--- src/rtl/score_pkg.sv ---
// Shared types and constants for the score counter: FSM states, BCD addends
// and the geometry of the on-screen digit fields.
package score_pkg;

  localparam int unsigned NumDigits = 5;
  localparam int unsigned DigitPx   = 16;
  localparam int unsigned FieldW    = NumDigits * DigitPx;

  // Five packed BCD digits, digit 0 is the least significant.
  typedef logic [NumDigits-1:0][3:0] bcd_t;

  typedef enum logic [1:0] {
    StIdle,
    StAdd,
    StCommit,
    StCmp
  } state_e;

  // Bit positions inside the pending-event vector.
  localparam int unsigned PendPellet = 0;
  localparam int unsigned PendPower  = 1;
  localparam int unsigned PendGhost  = 2;

  localparam bcd_t AddPellet = 20'h00010;
  localparam bcd_t AddPower  = 20'h00050;
  localparam bcd_t AddGhost0 = 20'h00200;
  localparam bcd_t AddGhost1 = 20'h00400;
  localparam bcd_t AddGhost2 = 20'h00800;
  localparam bcd_t AddGhost3 = 20'h01600;
  localparam bcd_t ScoreMax  = 20'h99999;

  // Ghost value doubles along the chain and stays at 1600 once saturated.
  function automatic bcd_t ghost_addend(input logic [1:0] chain);
    bcd_t val;
    case (chain)
      2'd0:    val = AddGhost0;
      2'd1:    val = AddGhost1;
      2'd2:    val = AddGhost2;
      default: val = AddGhost3;
    endcase
    return val;
  endfunction

endpackage

--- src/rtl/bcd_digit_add.sv ---
// Single BCD digit adder: a + b + carry_in -> decimal digit and carry_out.
module bcd_digit_add (
  input  logic [3:0] a_i,
  input  logic [3:0] b_i,
  input  logic       carry_i,
  output logic [3:0] sum_o,
  output logic       carry_o
);

  logic [4:0] raw;

  // Binary sum then decimal correction when the digit overflows past 9.
  always_comb begin
    raw = {1'b0, a_i} + {1'b0, b_i} + {4'b0, carry_i};
    if (raw > 5'd9) begin
      sum_o   = 4'(raw - 5'd10);
      carry_o = 1'b1;
    end else begin
      sum_o   = raw[3:0];
      carry_o = 1'b0;
    end
  end

endmodule

--- src/rtl/score_counter.sv ---
// Game score keeper: latches scoring events, adds their BCD value one digit
// per cycle through a shared digit adder, tracks the high score and maps both
// 5-digit fields onto the VGA raster for the font renderer.
module score_counter
  import score_pkg::*;
#(
  parameter int unsigned SCORE_X0 = 16,
  parameter int unsigned HIGH_X0  = 480,
  parameter int unsigned ROW_Y0   = 0
) (
  input  logic       Clk,
  input  logic       Reset,
  input  logic       new_game,
  input  logic       pellet_eaten,
  input  logic       power_eaten,
  input  logic       ghost_eaten,
  input  logic [9:0] DrawX,
  input  logic [9:0] DrawY,
  output logic [3:0] score_bit,
  output logic       in_score_area,
  output logic       busy,
  output logic       drop_err
);

  state_e     state_q, state_d;
  bcd_t       score_q, score_d;
  bcd_t       high_q, high_d;
  bcd_t       work_q, work_d;
  bcd_t       addend_q, addend_d;
  logic [2:0] idx_q, idx_d;
  logic       carry_q, carry_d;
  logic [2:0] pend_q, pend_d;
  logic [1:0] chain_q, chain_d;
  logic       drop_q, drop_d;

  logic [2:0] ev;
  logic [2:0] pend_clr;
  logic [3:0] dig_sum;
  logic       dig_carry;

  assign ev = {ghost_eaten, power_eaten, pellet_eaten};

  bcd_digit_add u_digit_add (
    .a_i     (work_q[idx_q]),
    .b_i     (addend_q[idx_q]),
    .carry_i (carry_q),
    .sum_o   (dig_sum),
    .carry_o (dig_carry)
  );

  // State register with synchronous reset.
  always_ff @(posedge Clk) begin
    if (Reset) begin
      state_q  <= StIdle;
      score_q  <= '0;
      high_q   <= '0;
      work_q   <= '0;
      addend_q <= '0;
      idx_q    <= '0;
      carry_q  <= 1'b0;
      pend_q   <= '0;
      chain_q  <= '0;
      drop_q   <= 1'b0;
    end else begin
      state_q  <= state_d;
      score_q  <= score_d;
      high_q   <= high_d;
      work_q   <= work_d;
      addend_q <= addend_d;
      idx_q    <= idx_d;
      carry_q  <= carry_d;
      pend_q   <= pend_d;
      chain_q  <= chain_d;
      drop_q   <= drop_d;
    end
  end

  // Event latching, dispatch FSM and digit-serial add.
  always_comb begin
    state_d  = state_q;
    score_d  = score_q;
    high_d   = high_q;
    work_d   = work_q;
    addend_d = addend_q;
    idx_d    = idx_q;
    carry_d  = carry_q;
    chain_d  = chain_q;
    pend_clr = '0;
    // An event hitting an already-pending flag is lost.
    drop_d   = drop_q | (|(ev & pend_q));

    case (state_q)
      StIdle: begin
        if (|pend_q) begin
          work_d  = score_q;
          idx_d   = '0;
          carry_d = 1'b0;
          state_d = StAdd;
          if (pend_q[PendGhost]) begin
            pend_clr[PendGhost] = 1'b1;
            addend_d = ghost_addend(chain_q);
            if (chain_q != 2'd3) chain_d = chain_q + 2'd1;
          end else if (pend_q[PendPower]) begin
            pend_clr[PendPower] = 1'b1;
            addend_d = AddPower;
          end else begin
            pend_clr[PendPellet] = 1'b1;
            addend_d = AddPellet;
          end
        end
      end
      StAdd: begin
        work_d[idx_q] = dig_sum;
        carry_d       = dig_carry;
        if (idx_q == 3'(NumDigits - 1)) state_d = StCommit;
        else idx_d = idx_q + 3'd1;
      end
      StCommit: begin
        // Carry out of the top digit means the score overflowed: pin it.
        score_d = carry_q ? ScoreMax : work_q;
        state_d = StCmp;
      end
      StCmp: begin
        if (score_q > high_q) high_d = score_q;
        state_d = StIdle;
      end
      default: state_d = StIdle;
    endcase

    pend_d = (pend_q & ~pend_clr) | (ev & ~pend_q);

    // A freshly sampled power pellet restarts the chain, even over a dispatch.
    if (power_eaten) chain_d = '0;

    // new_game wins over everything sampled alongside it, but keeps high/drop.
    if (new_game) begin
      state_d = StIdle;
      score_d = '0;
      work_d  = '0;
      idx_d   = '0;
      carry_d = 1'b0;
      pend_d  = '0;
      chain_d = '0;
      drop_d  = drop_q;
    end
  end

  assign busy     = (state_q != StIdle);
  assign drop_err = drop_q;

  logic [31:0] y_off, sx_off, hx_off;
  logic [2:0]  col;
  logic        in_rows;

  // Raster lookup; offsets wrap huge when left of / above a field.
  always_comb begin
    y_off         = 32'(DrawY) - ROW_Y0;
    sx_off        = 32'(DrawX) - SCORE_X0;
    hx_off        = 32'(DrawX) - HIGH_X0;
    in_rows       = (y_off < DigitPx);
    col           = '0;
    score_bit     = '0;
    in_score_area = 1'b0;
    if (in_rows && (sx_off < FieldW)) begin
      col           = 3'(sx_off >> $clog2(DigitPx));
      score_bit     = score_q[3'd4 - col];
      in_score_area = 1'b1;
    end else if (in_rows && (hx_off < FieldW)) begin
      col           = 3'(hx_off >> $clog2(DigitPx));
      score_bit     = high_q[3'd4 - col];
      in_score_area = 1'b1;
    end
  end

endmodule

--- config.mk ---
export PLATFORM = sky130hd
export DESIGN_NAME = score_counter
export DESIGN_NICKNAME = d
export VERILOG_FILES = /design/src/rtl/score_pkg.sv /design/src/rtl/bcd_digit_add.sv /design/src/rtl/score_counter.sv
export SDC_FILE = /design/constraint.sdc
export NUM_CORES = 1
export LEC_CHECK = 0
export ABC_AREA = 1
export BUFFER_PORTS_ARGS = -buffer_cell sky130_fd_sc_hd__buf_2
export CAP_MARGIN = 20
export CORE_ASPECT_RATIO = 0.75
export CORE_MARGIN = 2
export CORE_UTILIZATION = 55
export DETAILED_ROUTE_END_ITERATION = 8
export PLACE_DENSITY_LB_ADDON = 0.15
export SETUP_SLACK_MARGIN = 0.1
export SLEW_MARGIN = 40
export SYNTH_ARGS = -nofsm -noshare
export SYNTH_HDL_FRONTEND = slang
export SYNTH_SLANG_ARGS = --single-unit
--- constraint.sdc ---
create_clock -name Clk -period 3.3 [get_ports Clk]
set_clock_uncertainty 0.1 [all_clocks]
set_input_delay 0.33 -clock Clk [delete_from_list [all_inputs] [get_ports Clk]]
set_output_delay 0.33 -clock Clk [all_outputs]
set_load 0.005 [all_outputs]
==> metrics.md <==
| Metric | Value |
|---|---|
| Status | complete, no violations |
| Post-Place Cell Area | roughly 5200 µm² |
| Top cells by area, synth | dfxtp_1 (31%), nand2_1 (11%), ha_1 (10%) |
| CTS Hold Bufs | 0 |
| Total number of vias | about 5100 |
| Period utilization | 91.9% |
| Largest net degree at the start of global routing | around 40 |
| Die area | approximately 9800 µm² |
| Nets | 830 |
| Unrepaired setup endpoints after global routing | no |
| Clock slew at reported path FFs | about 0.060 ns |
| Initial core utilization | 55.8% |
| Synth top cells by count | nand2_1 (151), inv_1 (117), a21oi_1 (91), dfxtp_1 (78), nand3_1 (58) |
| Critical Path RT | about 3.5 ns |
| Final non-filler cell total | 879 |
| Drt pass-1 iters | 5 |
| Htree depth | 3 |
| Root Driver | clkbuf_16 |
| Most frequent CP cell | inv_2 |
| Proportion of layout cells with a drive suffix above 1 | about 14% |
| Vias in the first global route | roughly 4500 |
| GRT Overall Usage | approximately 30% |
| Worst path cell trace | inv_4 -> nor3_4 -> inv_2 -> o22ai_2 -> a211oi_2 -> fa_2 -> inv_2 -> fa_2 -> inv_2 -> ha_4 -> nand2_1 -> a21boi_1 -> nand2_2 -> nand2_4 -> nand2_4 -> nand3_1 -> a21oi_1 |
| Area grow syn2layout | 15.2% |
| Via-to-Cell Ratio | ~5.9 |
| Max-slew headroom | 47.0% |
| Worst EP arrival | 3.20 ns |
| Syn Area/Cell | a little under 7 µm² |
| Worst vdd ir | approximately 300 µV |
| Critical path's largest stage delay | 0.44 ns |
| Primary FF master, synth | dfxtp_1 |
| Leakage | roughly 2.5 nW |
| Slowest stage cell, crit path | fa_2 |
| Placed instance count | roughly 860 |
| Wire per inst | roughly 16 µm |
| Initial antenna violation count | 0 |
| Setup crit end kind | register |
| Post-synth EDFFs | 0 |
| Std cell rows | 30 |
| Final HPWL DP | approximately 10000 µm |
| Overall die height | 86.4 µm |
| DRC | 0 |
| Largest fanout on the critical path | 5 |
| Setup_tns | 0 ns |
| Seq/Total Area, Yosys | between 30% and 40% |
| Total power density per cell area | approximately 450 nW/µm² |
| Ys async rst share | 0% |
| Overall Power | 2.57 mW |
| Final setup viols | 0 |
| HP Class | input pin to register |
| Synthesized flop and latch total | 78 |
| WS Path Type | register to register |
| Max Fclk | roughly 330 MHz |
| CTS buffer count | 9 |
| Worst-Margin Slew | ~0.79 ns |
| First-pass GRT wire length | around 23000 µm |
| CTS Buffer Depth | 2 |
| CTS tree | yes |
| Worst skew pair latency | 0.34 ns |
| Top cell type's share of synthesized area | between 30% and 40% |
| Syn Nets | 803 |
| Congestion Overflow GR | 0 |
| Die Wd | roughly 110 µm |
| Post-route ant nets | 0 |
| Placer Congestion | roughly 0.98 |
| Mapped Area | approximately 5000 µm² |
| Number of diodes | 0 |
| Yosys cell types | 42 |
| Mapped Cells | roughly 740 |
| Starting DRT DRC Count | 670 |
| Core Area | 8930 µm² |
| Fill count | roughly 820 |
| Hold WS | ~0.15 ns |
| Final WL | roughly 14000 µm |
| Final instance area | approximately 5700 µm² |
| Top Ports | 33 |
| Yosys top cell by area | dfxtp_1 |
| Input/output buffers | 24 |
| Max-slew violations | 0 |
| Synth warn | 0 |
| Final Hold Fails | 0 |
| # clock sinks | 78 |
| Worst setup SP type | register |
| Final worst path period need | between 3 and 4 ns |
| Most frequent cell after synthesis | nand2_1 |
| MaxCap Viol Count | 0 |
-- placed cells by master, fill, tap and decap left out, types with 2 or more instances in the layout --
cell       count
nand2_1      144
inv_1        112
nand3_2       10
clkbuf_16      9
dfxtp_1       75
or2_2          3
fa_2           2
nor2_1        54
a221oi_1      11
buf_2         24
xor2_1         3
nand2_4        3
o2111ai_1      3
a21oi_1       85
o22ai_1       12
bufinv_16      2
nor2_2         2
nor3_1         4
ha_1          39
nand2_2        5
o21a_1         2
inv_4          2
nand4_1        2
buf_4         17
a211oi_1       2
nand3_1       50
a21oi_2        6
inv_2          5
o21ai_0       44
a22oi_1        2
o21ai_2        3
o21ai_4        3
o221ai_1       2
dfxtp_2        2
nor3_4         2
-- stage by stage --
stage	worst slack [ns]	utilization, %
floorplan	0.359	-
global route	0.116	64.2
detailed placement	0.0680	58.7
CTS	0.0666	62.4
finish	0.269	64.2
global placement	0.158	58.7
-- where the power goes --
part / switching, mW / internal (mW) / total, mW / leakage, nW
Clock: 0.402 / 0.685 / 1.09 / 0.156
Combinational: 0.350 / 0.141 / 0.491 / 1.68
Sequential: 0.0238 / 0.973 / 0.996 / 0.633
-- registers in the layout, summed over array words and instances (netlist names) --
name,count
high_q,20
idx_q,3
pend_q,3
drop_err,1
chain_q,2
score_q,20
carry_q,1
addend_q,6
work_q,20
state_q,2
-- layout make-up --
cell class                 count  area [µm²]  share of cell area (%)
clock inverter                 5        81.3                    1.42
clock buffer                  11         243                    4.23
multi-input combinational    512        3000                    52.3
sequential                    78        1570                    27.3
timing repair buffer          41         248                    4.32
inverter                     120         455                    7.94
tap                          112         140                    2.44
-- cells by family (layout without fill, tap and decap cells) --
logic type	Yosys count	after routing	share of synthesized area, %
simple gates	280	280	23.8
compound gates	186	186	21.9
buf+inv	145	177	11.4
flops	78	78	31.3
fa+ha+maj	42	42	10.9
xor+xnor	4	4	0.703
-- worst max-delay path: cells and delay by family (launching register included) --
kind,cells,cell delay [ns]
and+or+nand+nor,6,0.72
DFF,1,0.37
adders and majority gates,3,0.97
AOI/OAI and AO/OA,4,0.48
buffers and inverters,4,0.32
-- layer usage --
| layer | wire length (µm) | part of all wire, % | GRT usage, % | vias up |
|---|---|---|---|---|
| met1 | 6780 | 47 | 44.7 | 2395 |
| met4 | 195 | 1.4 | 6.32 | 0 |
| li1 | - | - | - | 2480 |
| met5 | 0 | 0 | 0 | - |
| met2 | 6070 | 42 | 43.7 | 243 |
| met3 | 1270 | 8.9 | 5.52 | 28 |
-- timing repair --
| item | CTS | global route |
|---|---|---|
| resized for setup | 1 | 44 |
| setup endpoints to repair | 12 | 16 |
| pin swaps | 0 | 14 |
| buffers inserted | 0 | 2 |
-- final timing paths --
kind | start | endpoint | slack, ns | cells past startpoint
min reg2reg | drop_err | drop_err | 0.37 | 2
min | ghost_eaten | pend_q[2] | 0.15 | 3
max | idx_q[2] | work_q[10] | 0.27 | 17
max reg2reg | idx_q[2] | work_q[10] | 0.27 | 17
No activity file was read; power rests on OpenSTA's default activity.
